--- src/rtl/io_fifo_buffer_if.sv ---
// Bus bundle for io_fifo_buffer: push/pop handshake, flush and status.
// Optional error flags ovf/udf are present only with IO_FIFO_ERR_FLAG_EN.
interface io_fifo_buffer_if #(
   parameter int unsigned WIDTH = 32,
   parameter int unsigned DEPTH = 8
);
   localparam int unsigned AW = $clog2(DEPTH);

   logic             flush;
   logic             we;
   logic [WIDTH-1:0] din;
   logic             re;
   logic [WIDTH-1:0] dout;
   logic             full;
   logic             empty;
   logic [AW:0]      count;
`ifdef IO_FIFO_ERR_FLAG_EN
   logic             ovf;
   logic             udf;

   modport master (
      output flush, we, din, re,
      input  dout, full, empty, count, ovf, udf
   );

   modport slave (
      input  flush, we, din, re,
      output dout, full, empty, count, ovf, udf
   );
`else
   modport master (
      output flush, we, din, re,
      input  dout, full, empty, count
   );

   modport slave (
      input  flush, we, din, re,
      output dout, full, empty, count
   );
`endif
endinterface

--- src/rtl/io_fifo_buffer.sv ---
// Show-ahead synchronous FIFO for the IO write path, with synchronous flush.
// Build option IO_FIFO_ERR_FLAG_EN adds sticky overflow/underflow flags.
module io_fifo_buffer #(
   parameter int unsigned WIDTH = 32,
   parameter int unsigned DEPTH = 8
) (
   input logic             clk,
   input logic             rst_n,
   io_fifo_buffer_if.slave bus
);
   localparam int unsigned AW = $clog2(DEPTH);
   localparam int unsigned CW = AW + 1;

   logic [WIDTH-1:0] mem [DEPTH];
   logic [AW-1:0]    wr_ptr;
   logic [AW-1:0]    rd_ptr;
   logic [CW-1:0]    count_q;
   logic             full_c;
   logic             empty_c;
   logic             push_ok;
   logic             pop_ok;

   // Status decode from registered occupancy only.
   assign full_c  = (count_q == CW'(DEPTH));
   assign empty_c = (count_q == CW'(0));

   // A push into a full FIFO is fine when the head leaves in the same cycle.
   assign push_ok = bus.we & (~full_c | bus.re);
   assign pop_ok  = bus.re & ~empty_c;

   // Pointer and occupancy update; flush overrides any push/pop.
   always_ff @(posedge clk or negedge rst_n) begin
      if (!rst_n) begin
         wr_ptr  <= '0;
         rd_ptr  <= '0;
         count_q <= '0;
      end else if (bus.flush) begin
         wr_ptr  <= '0;
         rd_ptr  <= '0;
         count_q <= '0;
      end else begin
         if (push_ok) wr_ptr <= wr_ptr + AW'(1);
         if (pop_ok)  rd_ptr <= rd_ptr + AW'(1);
         count_q <= count_q + CW'(push_ok) - CW'(pop_ok);
      end
   end

   // Storage write; contents are never reset since empty masks dout.
   always_ff @(posedge clk) begin
      if (push_ok && !bus.flush) mem[wr_ptr] <= bus.din;
   end

   assign bus.dout  = empty_c ? '0 : mem[rd_ptr];
   assign bus.full  = full_c;
   assign bus.empty = empty_c;
   assign bus.count = count_q;

`ifdef IO_FIFO_ERR_FLAG_EN
   logic ovf_q;
   logic udf_q;

   // Sticky error flags; flush clears them even if a set condition coincides.
   always_ff @(posedge clk or negedge rst_n) begin
      if (!rst_n) begin
         ovf_q <= 1'b0;
         udf_q <= 1'b0;
      end else if (bus.flush) begin
         ovf_q <= 1'b0;
         udf_q <= 1'b0;
      end else begin
         if (bus.we && full_c && !bus.re) ovf_q <= 1'b1;
         if (bus.re && empty_c)           udf_q <= 1'b1;
      end
   end

   assign bus.ovf = ovf_q;
   assign bus.udf = udf_q;
`endif

endmodule
--- src/flat_wrapper.sv ---
// flat-port wrapper written by rule: the top's interface ports become plain ports
module io_fifo_buffer_flat 
#(
   parameter int unsigned WIDTH = 32,
   parameter int unsigned DEPTH = 8
)
  (clk, rst_n, bus_flush, bus_we, bus_din, bus_re, bus_dout, bus_full, bus_empty, bus_count);
  io_fifo_buffer_if #(.WIDTH(WIDTH), .DEPTH(DEPTH)) bus_i ();
  input logic clk;
  input logic rst_n;
  input wire logic [$bits(bus_i.flush)-1:0] bus_flush;
  input wire logic [$bits(bus_i.we)-1:0] bus_we;
  input wire logic [$bits(bus_i.din)-1:0] bus_din;
  input wire logic [$bits(bus_i.re)-1:0] bus_re;
  output wire logic [$bits(bus_i.dout)-1:0] bus_dout;
  output wire logic [$bits(bus_i.full)-1:0] bus_full;
  output wire logic [$bits(bus_i.empty)-1:0] bus_empty;
  output wire logic [$bits(bus_i.count)-1:0] bus_count;
  assign bus_i.flush = bus_flush;
  assign bus_i.we = bus_we;
  assign bus_i.din = bus_din;
  assign bus_i.re = bus_re;
  assign bus_dout = bus_i.dout;
  assign bus_full = bus_i.full;
  assign bus_empty = bus_i.empty;
  assign bus_count = bus_i.count;
  io_fifo_buffer #(.WIDTH(WIDTH), .DEPTH(DEPTH)) u_core (.clk(clk), .rst_n(rst_n), .bus(bus_i));
endmodule
--- config.mk ---
export PLATFORM = sky130hd
export DESIGN_NAME = io_fifo_buffer_flat
export DESIGN_NICKNAME = d
export VERILOG_FILES = /design/src/rtl/io_fifo_buffer_if.sv /design/src/rtl/io_fifo_buffer.sv /design/src/flat_wrapper.sv
export SDC_FILE = /design/constraint.sdc
export NUM_CORES = 1
export LEC_CHECK = 0
export CORE_ASPECT_RATIO = 1.25
export CORE_MARGIN = 4
export CORE_UTILIZATION = 40
export DETAILED_ROUTE_END_ITERATION = 10
export GPL_TIMING_DRIVEN = 0
export PLACE_DENSITY_LB_ADDON = 0.05
export SKIP_CTS_REPAIR_TIMING = 1
export SYNTH_ARGS = -nofsm -noshare
export SYNTH_HDL_FRONTEND = slang
export SYNTH_SLANG_ARGS = --single-unit
--- constraint.sdc ---
create_clock -name clk -period 8 [get_ports clk]
set_input_delay 1.6 -clock clk [delete_from_list [all_inputs] [get_ports clk]]
set_output_delay 1.6 -clock clk [all_outputs]
set_load 0.02 [all_outputs]
==> results of run 1 <==
==> power groups by stage <==
stage                     logic [mW]  registers, mW  clock network, mW
after floorplan                0.573           1.62                  0
after global placement         0.962           1.62                  0
after detailed placement       0.982           1.62                  0
after CTS                      0.987           1.59               1.18
after global routing            1.03           1.59               1.24
final                          0.963           1.59               1.15
==> cells in the final DEF, fill, tap and decap left out, drive strengths merged, types with 3 or more instances in the layout <==
cell type and n:
ha 8, dfrtp 10, edfxtp 256, clkinv 6
buf 33, a22o 32, clkdlybuf4s50 74, inv 12
o21ai 4, a21oi 5, nor2 14, nor2b 3
clkbuf 42, mux4 64
==> Yosys cell counts (3+ instances only) <==
library cell               count
sky130_fd_sc_hd__a21oi_1       5
sky130_fd_sc_hd__o21ai_0       3
sky130_fd_sc_hd__nor2_1       14
sky130_fd_sc_hd__dfrtp_1      10
sky130_fd_sc_hd__inv_1        10
sky130_fd_sc_hd__mux4_1        9
sky130_fd_sc_hd__a22o_1       32
sky130_fd_sc_hd__buf_2        14
sky130_fd_sc_hd__edfxtp_1    256
sky130_fd_sc_hd__ha_1          8
sky130_fd_sc_hd__buf_6         4
sky130_fd_sc_hd__nor2b_1       3
sky130_fd_sc_hd__mux4_2       55
==> tightest hold or removal path, stage by stage, from the launching register on <==
cell and delay (ps):
sky130_fd_sc_hd__dfrtp_1 410, sky130_fd_sc_hd__o21ai_0 80, sky130_fd_sc_hd__a21oi_1 70
==> path summary, 6_finish.rpt <==
kind                                           from  cells past startpoint                to
worst min-delay path               u_core.wr_ptr[0]                      2  u_core.wr_ptr[0]
min in group asynchronous                     rst_n                      1  u_core.wr_ptr[0]
worst max register to register  u_core.bus.count[2]                      7  u_core.mem[0][7]
max in group asynchronous                     rst_n                      1  u_core.rd_ptr[2]
worst min register to register     u_core.wr_ptr[0]                      2  u_core.wr_ptr[0]
worst max-delay path            u_core.bus.count[2]                      8      bus_dout[21]
==> routing by layer <==
metal / GRT usage / up-vias
met5: 0 / -
met4: 0.0328 / 0
met3: 0.0269 / 24
met2: 0.279 / 109
met1: 0.201 / 2570
li1: - / 2156
==> sequential cells by signal, indices dropped and copies added (netlist names) <==
name and count:
u_core.rd_ptr 3, u_core.mem 256, u_core.bus.count 4, u_core.wr_ptr 3
==> through the flow <==
step                hold slack, ps  worst slack, ps
finish                         600             3300
global route                   636             3180
CTS                            602             3230
detailed placement             593             3490
global placement               583             -381
floorplan                      558             3130
==> area by class of cell <==
cell class	count	area, µm²
clock buffer	40	724
timing repair buffer	88	940
multi-input combinational	153	2210
tap	335	419
buffer	21	143
inverter	11	41.3
fill	2066	12800
sequential	266	7940
clock inverter	9	73.8
==> cell families (layout without fill, tap and decap cells) <==
| logic type | Yosys count | count (layout) | synth area share |
|---|---|---|---|
| AND/OR/NAND/NOR | 32 | 32 | 0.0172 |
| XOR/XNOR | 1 | 1 | 0.000852 |
| multiplexers | 65 | 65 | 0.145 |
| adder cells (fa/ha/maj) | 9 | 9 | 0.0117 |
| AO/OA/AOI/OAI | 46 | 46 | 0.0358 |
| flip-flops | 266 | 266 | 0.772 |
| buffers and inverters | 32 | 169 | 0.0179 |
==> results list, run 1 <==
- The run finished with clean final reports.
- With fillers left out, the area of the finished cells amounts to 12500 µm².
- Dividing total power by cell area gives a power density of between 200 and 300 nW/µm².
* Worst max-slew margin expressed relative to the limit: 0.438
- Design internal power: roughly 2.7 mW
- The number of placed instances, taps included, is 874.
- STA classifies the critical path endpoint as a primary output.
- Derived from the worst setup path, the maximum achievable clock frequency is 213 MHz.
- DRT Pass-1 Iters: 4
- In this run the worst path has a maximum fanout of 10.
- The synthesized design contains approximately 260 enable-type register cells.
- Die outline width: roughly 150 µm
- For this run, the register share of the synthesized area comes to 0.772.
* Async set-or-reset flop fraction in the synthesized netlist: 0.0376
- Relative to the synthesized area, the layout overhead comes to 21.5%.
* Worst-case clock buffer depth: 3
* Yosys top cell by area: sky130_fd_sc_hd__edfxtp_1
- Once detail routing completed, the nets flagged for antenna violations numbered 0.
* Number of buffers and inverters on the critical path: 4
- Clock skew on the completed layout was measured at between 10 and 15 ps.
- By startpoint and endpoint, the worst setup path is classified as reg2out.
- By area the synthesized netlist is led by sky130_fd_sc_hd__edfxtp_1 75%, sky130_fd_sc_hd__mux4_2 12%, sky130_fd_sc_hd__a22o_1 2.7%, sky130_fd_sc_hd__dfrtp_1 2.4%, sky130_fd_sc_hd__mux4_1 2.3%.
- On the worst path, the slowest cell contributes a delay of about 620 ps.
* Met2 wire length: around 12000 µm
- Worst endpoint data arrival time: just over 3000 ps
- Flop and latch count out of synthesis: 266
* Clock share of power: 0.311
- After global routing the overflow that remains totals 0.
* Iteration-0 DRC Markers: between 200 and 250
* Distinct cells, synth: 34
- In the synthesized netlist, the number of instances is ~450.
- After detailed routing, the number of remaining DRC violations is 0.
- Final total power: around 3.7 mW
- CTS built an H-tree with a depth of 1.
- Total routing usage reported by global routing: 0.157
* HPWL after detailed placement: roughly 14000 µm
- STA puts the critical path data required time at about 6400 ps.
- Post-layout util: 0.494
- Post-route setup TNS: 0 ps
- The share of total power dissipated in combinational logic is 0.260.
- The clock net in this run drives a total of about 270 sinks.
* Total number of vias: between 4k and 5k
- Summing every instance area after synthesis gives approximately 10000 µm².
- Of the available clock period, the critical path in the final layout requires 0.587.
- TritonCTS buffer count: 27
* Top routing layer in use: met4
- Number of I/O pins: 75
- Net count after synthesis: 497
- Of the cells placed in the final design, the portion with a size suffix greater than 1 is 0.228.
- After floorplanning, the core was sized to cover around 25000 µm².
- Fraction of power consumed by sequential logic: 0.429
- For the worst-skew pair, the clock arrives at the later sink with an insertion delay of 530 ps.
- Worst hold path type: reg2reg
- Detailed-route wire length on metal 1: about 8900 µm
- After detailed routing, the average wire length per cell comes to between 20 and 25 µm.
* Worst vdd rail ir drop: roughly 140 µV
- Final max-slew violation count: 0
* Net switching share of the total power: 0.272
* Nets: approximately 600
* Total met3 wirelength after detailed routing: about 1100 µm
* Height of the die: 187 µm
- Antenna violations before repair: 0
* DP Area: ~12000 µm²
- Max capacitance violation total: 0
- Starting utilization of the core area: 0.406
* Final number of hold-violating endpoints: 0
- First-pass GRT wire length: 33000 µm
- At the pin with the least slew margin, the transition time is about 840 ps.
* Kind of start point of the critical path: flip-flop
- The analysis attributes to net switching a power of between 1 and 1.5 mW.
- Weighted congestion reported at the end of routability-driven placement: about 0.73
- Master of the slowest instance on the critical path: sky130_fd_sc_hd__clkdlybuf4s50_1
- Of the post-synthesis cell area, the dominant cell type holds 0.748.
- After floorplanning, the core was divided into 65 placement rows.
- Unrepaired setup endpoints after global routing: no
* # diodes: 0
* Via count of the first global-routing pass: approximately 5.4k
- Setup slack, reg-to-reg: around 5100 ps
* Largest net degree at the start of global routing: 24
* Final setup viols: 0
- Summed over all layers, the routed wires come to between 20000 and 25000 µm.
* Mean area per synthesized cell: ~23 µm²
- The analysis attributes to cell leakage a power of between 4 and 5 nW.
- The floorplan step defined a die boundary enclosing ~28000 µm².
* Yosys Warn Count: 0
- In the routed layout, each cell is associated on average with a via count of 5.26.
- Grouping stages by cell kind, the critical path spends the most delay in buffers and inverters.
- Worst-path cell chain: inv_1 > ha_1 > or3b_4 > inv_2 > nor2_1 > buf_2 > a22o_1 > clkdlybuf4s50_1
* Clock tree from TritonCTS: done
- Excluding fillers, the count of instances in the completed layout stands at about 920.
- The smallest clock period supported by the final layout is computed as about 4700 ps.
- The tree is rooted in a sky130_fd_sc_hd__clkbuf_16.
* Flip-flop cell with the highest count after synthesis: sky130_fd_sc_hd__edfxtp_1
* Buffers on Ports: 74
* Clock transition at the registers of the reported paths: 60 ps
Note: power is estimated with default switching activity, not from simulation.
==> run 2: changes to the inputs <==
- clock period: 8 -> 3.8 ns (I/O delays scaled with it)
==> results list, run 2 (synthesis results as in run 1) <==
* Worst hold margin: around 600 ps
* Area growth, synth to finish: 22.4%
- Design internal power: between 5 and 6 mW
- The floorplan step defined a die boundary enclosing about 28000 µm².
* Worst Setup Slack, final: 124 ps
- Max capacitance violation total: 0
- Filler cell count: roughly 2.1k
* Row count: 65
- Master of the slowest instance on the critical path: sky130_fd_sc_hd__clkdlybuf4s50_1
- Via count of the first global-routing pass: 5374
* Total number of vias: 4846
- Leakage power figure: roughly 4.1 nW
- In the detailed route, the total length drawn on met3 is 934 µm.
- Final max-slew violation count: 0
- Post-route setup TNS: 0 ps
- DRT Pass-1 Iters: 4
- Starting utilization of the core area: 0.406
- Static timing analysis puts the maximum clock frequency at roughly 270 MHz.
* Weighted congestion reported at the end of routability-driven placement: slightly above 0.7
- The core region is ~25000 µm².
- Post-Place Worst Slack: between 300 and 400 ps
* Buffers on Ports: 74
* Top routing layer in use: met4
* Height of the die: 187 µm
- The hold violation count in the final report was 0.
- Worst vdd rail ir drop: between 300 and 400 µV
- The largest single stage delay on the critical path is ~620 ps.
* Non-Filler Cell Area, Final: about 13000 µm²
- The analysis attributes to net switching a power of roughly 2.1 mW.
- Ranked by flip-flop count, first place goes to u_core.mem.
- Kind of critical path: reg2out
* Share of layout cells above drive strength 1: 0.240
- Slew at the pin with the worst max-slew slack: roughly 760 ps
* Worst endpoint data arrival time: around 2900 ps
- For this block, the initial DRC count from the detailed router was 214.
* Number of buffers and inverters on the critical path: 4
- Wires add up to 21700 µm.
- Remaining antenna violation count after routing: 0
* Net switching share of the total power: 0.268
* Gate power share: 0.257
- After detailed routing, the number of vias per cell comes to around 5.3.
- Worst R2R Start: u_core.bus.count[2]
- Worst clock skew: a little under 20 ps
- The register with the most flip-flops in the layout has roughly 260 of them.
* Clock tree from TritonCTS: done
- Kind of start point of the critical path: flip-flop
- The worst register-to-register path ends at u_core.mem[0][26].
- Counting the buffers created by CTS gives 27.
* # diodes: 0
- The worst register-to-register path has a depth of 8.
- Setup slack, reg-to-reg: ~1000 ps
- The tightest min-delay check is of the in2async type.
- Die outline width: around 150 µm
- PD cells: 629 nW/µm²
- First-pass GRT wire length: between 30000 and 40000 µm
* Share of the clock period used by the worst path: 0.967
- Once layout is complete, the utilization of the core stands at 0.498.
- After legalization and detailed placement, the total HPWL measured 13700 µm.
- Unrepaired setup endpoints after global routing: yes
- In this run the number of H-tree levels came out at 1.
- Fraction of power consumed by sequential logic: 0.422
* Nets: between 600 and 700
- STA puts the critical path data required time at about 3000 ps.
- In the final routed layout, each cell accounts on average for 23.5 µm.
- Cell type group with the largest total delay on the critical path: buffers and inverters
- Commonest non-fill, non-tap cells in the layout: 256 x sky130_fd_sc_hd__edfxtp_1, 74 x sky130_fd_sc_hd__clkdlybuf4s50_1, 55 x sky130_fd_sc_hd__mux4_2, 32 x sky130_fd_sc_hd__a22o_1, 27 x sky130_fd_sc_hd__clkbuf_16
- DRC: 0
* Worst max-slew margin expressed relative to the limit: 0.496
- Number of I/O pins: 75
- Subtracting the final worst setup slack from the clock period gives around 3700 ps.
- The initial antenna violation count is 0.
- Largest net degree at the start of global routing: 23
- Detailed-route wire length on metal 1: about 9100 µm
- Clock transition at the registers of the reported paths: 60 ps
- CP Capture Type: primary output
- Along the worst path, the maximum fanout reaches 10.
- Met2 wire length: between 10000 and 15000 µm
* Worst-case clock buffer depth: 3
- In the global route stage, overall resource usage came out at 0.156.
* DP Area: around 12000 µm²
- Insertion delay of the later-clocked pin in the worst-skew pair: 530 ps
- The signal on the critical path passes through inv_1 > ha_1 > or3b_4 > inv_2 > nor2_2 > buf_2 > a22o_1 > clkdlybuf4s50_1.
* Clock share of power: 0.322
- The run finished with clean final reports.
- Final setup viols: 0
- Total clock sinks: 266
- Remaining global-route overflow: 0
- Most common cell after layout, fill and taps aside: sky130_fd_sc_hd__edfxtp_1
- The root buffer cell chosen for the clock tree is sky130_fd_sc_hd__clkbuf_16.
run 2: changes by cell type in the layout (fill, tap and decap cells not counted), sizes merged:
| cell | previous run | this run |
|---|---|---|
| bufinv | 1 | 3 |
| buf | 33 | 29 |
| clkbuf | 42 | 34 |
| clkinv | 6 | 14 |
| clkinvlp | 1 | 2 |
run 2: power by group through the flow:
stage | clock, mW | sequential (mW) | combinational (mW)
4_1_cts | 2.63 | 3.34 | 2.08
3_3_place_gp | 0 | 3.40 | 2.02
6_report | 2.55 | 3.34 | 2.03
3_5_place_dp | 0 | 3.40 | 2.07
5_1_grt | 2.74 | 3.35 | 2.19
2_1_floorplan | 0 | 3.41 | 1.21
run 2: how the worst max path moves through the flow:
stage / from / end / slack (ps) / cells past startpoint
6_report: u_core.bus.count[2] / bus_dout[4] / 120 / 8
5_1_grt: u_core.bus.count[2] / bus_dout[20] / -10 / 8
4_1_cts: u_core.bus.count[2] / bus_dout[24] / -90 / 8
3_5_place_dp: bus_flush / u_core.mem[0][27] / 310 / 6
3_3_place_gp: bus_re / u_core.mem[1][19] / -3190 / 4
2_1_floorplan: u_core.bus.count[2] / u_core.mem[1][0] / 9 / 5
run 2: layer usage:
layer / track usage / vias to the layer above
li1: - / 2154
met1: 0.206 / 2584
met2: 0.271 / 90
met3: 0.0271 / 18
met4: 0.0307 / 0
met5: 0 / -
run 2: per-stage QoR:
stage,cells,power (mW)
5_1_grt,922,8.27
2_1_floorplan,451,4.62
4_1_cts,922,8.04
3_3_place_gp,860,5.43
6_report,922,7.92
3_5_place_dp,873,5.47
run 2: worst register-to-register path, cell delays in order, from the launching register on:
cell and delay, ps:
sky130_fd_sc_hd__dfrtp_1 350, sky130_fd_sc_hd__inv_1 80, sky130_fd_sc_hd__ha_1 220, sky130_fd_sc_hd__nor4b_2 190
sky130_fd_sc_hd__or4_1 620, sky130_fd_sc_hd__nor3_4 480, sky130_fd_sc_hd__buf_8 220, sky130_fd_sc_hd__buf_8 170
sky130_fd_sc_hd__buf_8 170
run 2: final cells by class:
cell class                 instances  area [µm²]  share of cell area
buffer                            21         150              0.0119
tap                              335         419              0.0333
clock inverter                    20         175              0.0139
timing repair buffer              87         955              0.0758
sequential                       266        7940               0.631
inverter                          11        41.3             0.00328
clock buffer                      29         683              0.0543
multi-input combinational        153        2230               0.177
==> run 3: changes to the inputs <==
- CORE_MARGIN: 4 -> 3
==> results list, run 3 (synthesis results as in run 1) <==
- Area growth, synth to finish: 21.9%
- # diodes: 0
* DRC: 0
* CP Capture Type: primary output
- In the layout the commonest cells are 256 x sky130_fd_sc_hd__edfxtp_1, 74 x sky130_fd_sc_hd__clkdlybuf4s50_1, 55 x sky130_fd_sc_hd__mux4_2, 32 x sky130_fd_sc_hd__a22o_1, 27 x sky130_fd_sc_hd__clkbuf_16.
- Of the cells placed in the final design, the portion with a size suffix greater than 1 is 0.226.
* Kind of start point of the critical path: flip-flop
* Core area: around 25000 µm²
- DRT Pass-1 Iters: 5
- Height of the die: about 190 µm
- The initial antenna violation count is 0.
- After layout, the design draws a total of 7.77 mW.
* Row count: between 60 and 70
- Worst-case clock buffer depth: 3
* Kind of critical path: reg2out
- The first global-routing pass estimated around 33000 µm of wire.
- Of the available clock period, the critical path in the final layout requires 0.965.
* Weighted congestion reported at the end of routability-driven placement: between 0.7 and 0.8
- For the worst setup path, the data arrival time is a little under 3000 ps.
- Net switching share of the total power: 0.270
- Remaining antenna violation count after routing: 0
- Entering global routing, the biggest net connects 21 pins.
- Setup violations remaining at the end of the flow were counted as 0.
* Worst Setup EP: bus_dout[24]
- For this design the static power due to leakage is 4.03 nW.
* Largest reg by FF count: u_core.mem
* Worst hold margin: around 570 ps
- Of all nets on the critical path, the largest fanout is 10.
* Max capacitance violation total: 0
* Cell count of the worst reg-to-reg path: 7
- Clock tree from TritonCTS: done
* Worst endpoint required time: slightly above 3000 ps
- Clock share of power: 0.307
* Root buffer cell: sky130_fd_sc_hd__clkbuf_16
- The worst path meets setup with ~130 ps of slack.
* Routed WL: around 22000 µm
* Die outline width: 149 µm
* Maximum single-stage delay on the critical path: 620 ps
- In this run the critical register-to-register path is launched from u_core.bus.count[2].
- Master of the slowest instance on the critical path: sky130_fd_sc_hd__clkdlybuf4s50_1
- The share of total power dissipated in sequential elements is 0.430.
* Worst vdd rail ir drop: ~360 µV
* Outcome: complete, no violations
- Final number of hold-violating endpoints: 0
- Iteration-0 DRC Markers: 260
- Prior to clock tree synthesis, the placed netlist has a worst setup slack of between 400 and 500 ps.
- The worst register-to-register path ends at u_core.mem[1][5].
* Worst-path cell chain: inv_1 > ha_1 > or3b_4 > inv_2 > nor2_2 > clkbuf_4 > a22o_1 > clkdlybuf4s50_1
- Worst clock skew: slightly above 10 ps
- Post-layout minimum cycle time: between 3000 and 4000 ps
- Remaining global-route overflow: 0
* H-tree lvl count: 1
- Insertion delay of the later-clocked pin in the worst-skew pair: 530 ps
* Clock transition at the registers of the reported paths: roughly 60 ps
* HPWL after detailed placement: 13600 µm
* Slew at the pin with the worst max-slew slack: roughly 770 ps
- The die covers 27700 µm².
- Filler cell count: ~2.1k
* Total number of vias: just under 5k
- The register with the most flip-flops in the layout has ~260 of them.
- Buffers on Ports: between 70 and 80
* Routed vias/inst: between 5 and 6
- TritonCTS created 27 clock buffers.
- Most common cell after layout, fill and taps aside: sky130_fd_sc_hd__edfxtp_1
- Switch Pwr: between 2 and 2.5 mW
* Worst hold path type: in2async
- In this run the register-to-register setup slack is around 1100 ps.
* Nets: 613
* Via count of the first global-routing pass: roughly 5.3k
* Final max-slew violation count: 0
* Worst max-slew margin expressed relative to the limit: 0.483
- Total clock sinks: between 200 and 300
* Gate power share: 0.263
- PD cells: about 620 nW/µm²
- Routed wire per std cell: 23.4 µm
* Starting utilization of the core area: 0.406
- Max Clk Rate: approximately 270 MHz
- In this run the worst setup path begins at u_core.bus.count[2].
* Number of I/O pins: 75
- The internal portion of the total power is 5.67 mW.
* Total routing usage reported by global routing: 0.160
==> run 3: cell count changes in the layout (fill, tap and decap cells not counted), moves of 2 or more <==
cell | before | now
sky130_fd_sc_hd__clkbuf_1 | 4 | 11
sky130_fd_sc_hd__clkinv_2 | 7 | 1
sky130_fd_sc_hd__buf_2 | 11 | 8
sky130_fd_sc_hd__clkbuf_4 | 3 | 6
sky130_fd_sc_hd__bufinv_16 | 3 | 1
==> run 3: how the worst min path moves through the flow <==
stage	start	cells past startpoint	slack (ps)	end
final	rst_n	1	570	u_core.bus.count[3]
after global routing	rst_n	1	600	u_core.wr_ptr[1]
after CTS	rst_n	1	570	u_core.wr_ptr[0]
after detailed placement	u_core.wr_ptr[0]	2	600	u_core.wr_ptr[0]
after global placement	u_core.wr_ptr[0]	2	580	u_core.wr_ptr[0]
after floorplan	rst_n	0	460	u_core.bus.count[0]
==> run 3: stage by stage <==
| stage | instances | setup TNS (ps) | instance area, µm² | utilization |
|---|---|---|---|---|
| detailed placement | 873 | 0 | 11700 | 0.463 |
| finish | 920 | 0 | 12500 | 0.495 |
| global route | 920 | -0.687 | 12500 | 0.495 |
| global placement | 860 | -414370 | 11400 | 0.453 |
| CTS | 920 | -1430 | 12500 | 0.494 |
| floorplan | 451 | 0 | 10300 | - |
==> run 3: final cells by class <==
cell class / instances / area [µm²] / share of cell area
timing repair buffer: 87 / 955 / 0.0762
buffer: 21 / 158 / 0.0126
sequential: 266 / 7940 / 0.634
inverter: 11 / 41.3 / 0.00330
clock inverter: 11 / 77.6 / 0.00619
clock buffer: 36 / 709 / 0.0566
multi-input combinational: 153 / 2230 / 0.178
tap: 335 / 419 / 0.0335
==> run 3: critical path, delay by kind of cell, from the launching register on <==
kind / cells / cell delay (ps)
compound gates: 1 / 210
fa+ha+maj: 1 / 190
buf+inv: 4 / 1120
flops: 1 / 360
simple gates: 2 / 490
==> run 3: power by group through the flow <==
| stage | Clock (mW) | Combinational (mW) | Sequential, mW |
|---|---|---|---|
| CTS | 2.47 | 2.08 | 3.34 |
| global placement | 0 | 2.02 | 3.40 |
| floorplan | 0 | 1.21 | 3.41 |
| finish | 2.39 | 2.04 | 3.34 |
| global route | 2.58 | 2.20 | 3.35 |
| detailed placement | 0 | 2.07 | 3.40 |
==> run 3: per-layer routing <==
layer  wire [µm]  part of all wire  GRT usage
met1        8820              0.41      0.209
met2       11400              0.53      0.282
met5           0                 0          0
met3        1040             0.048     0.0259
met4         293             0.014     0.0399
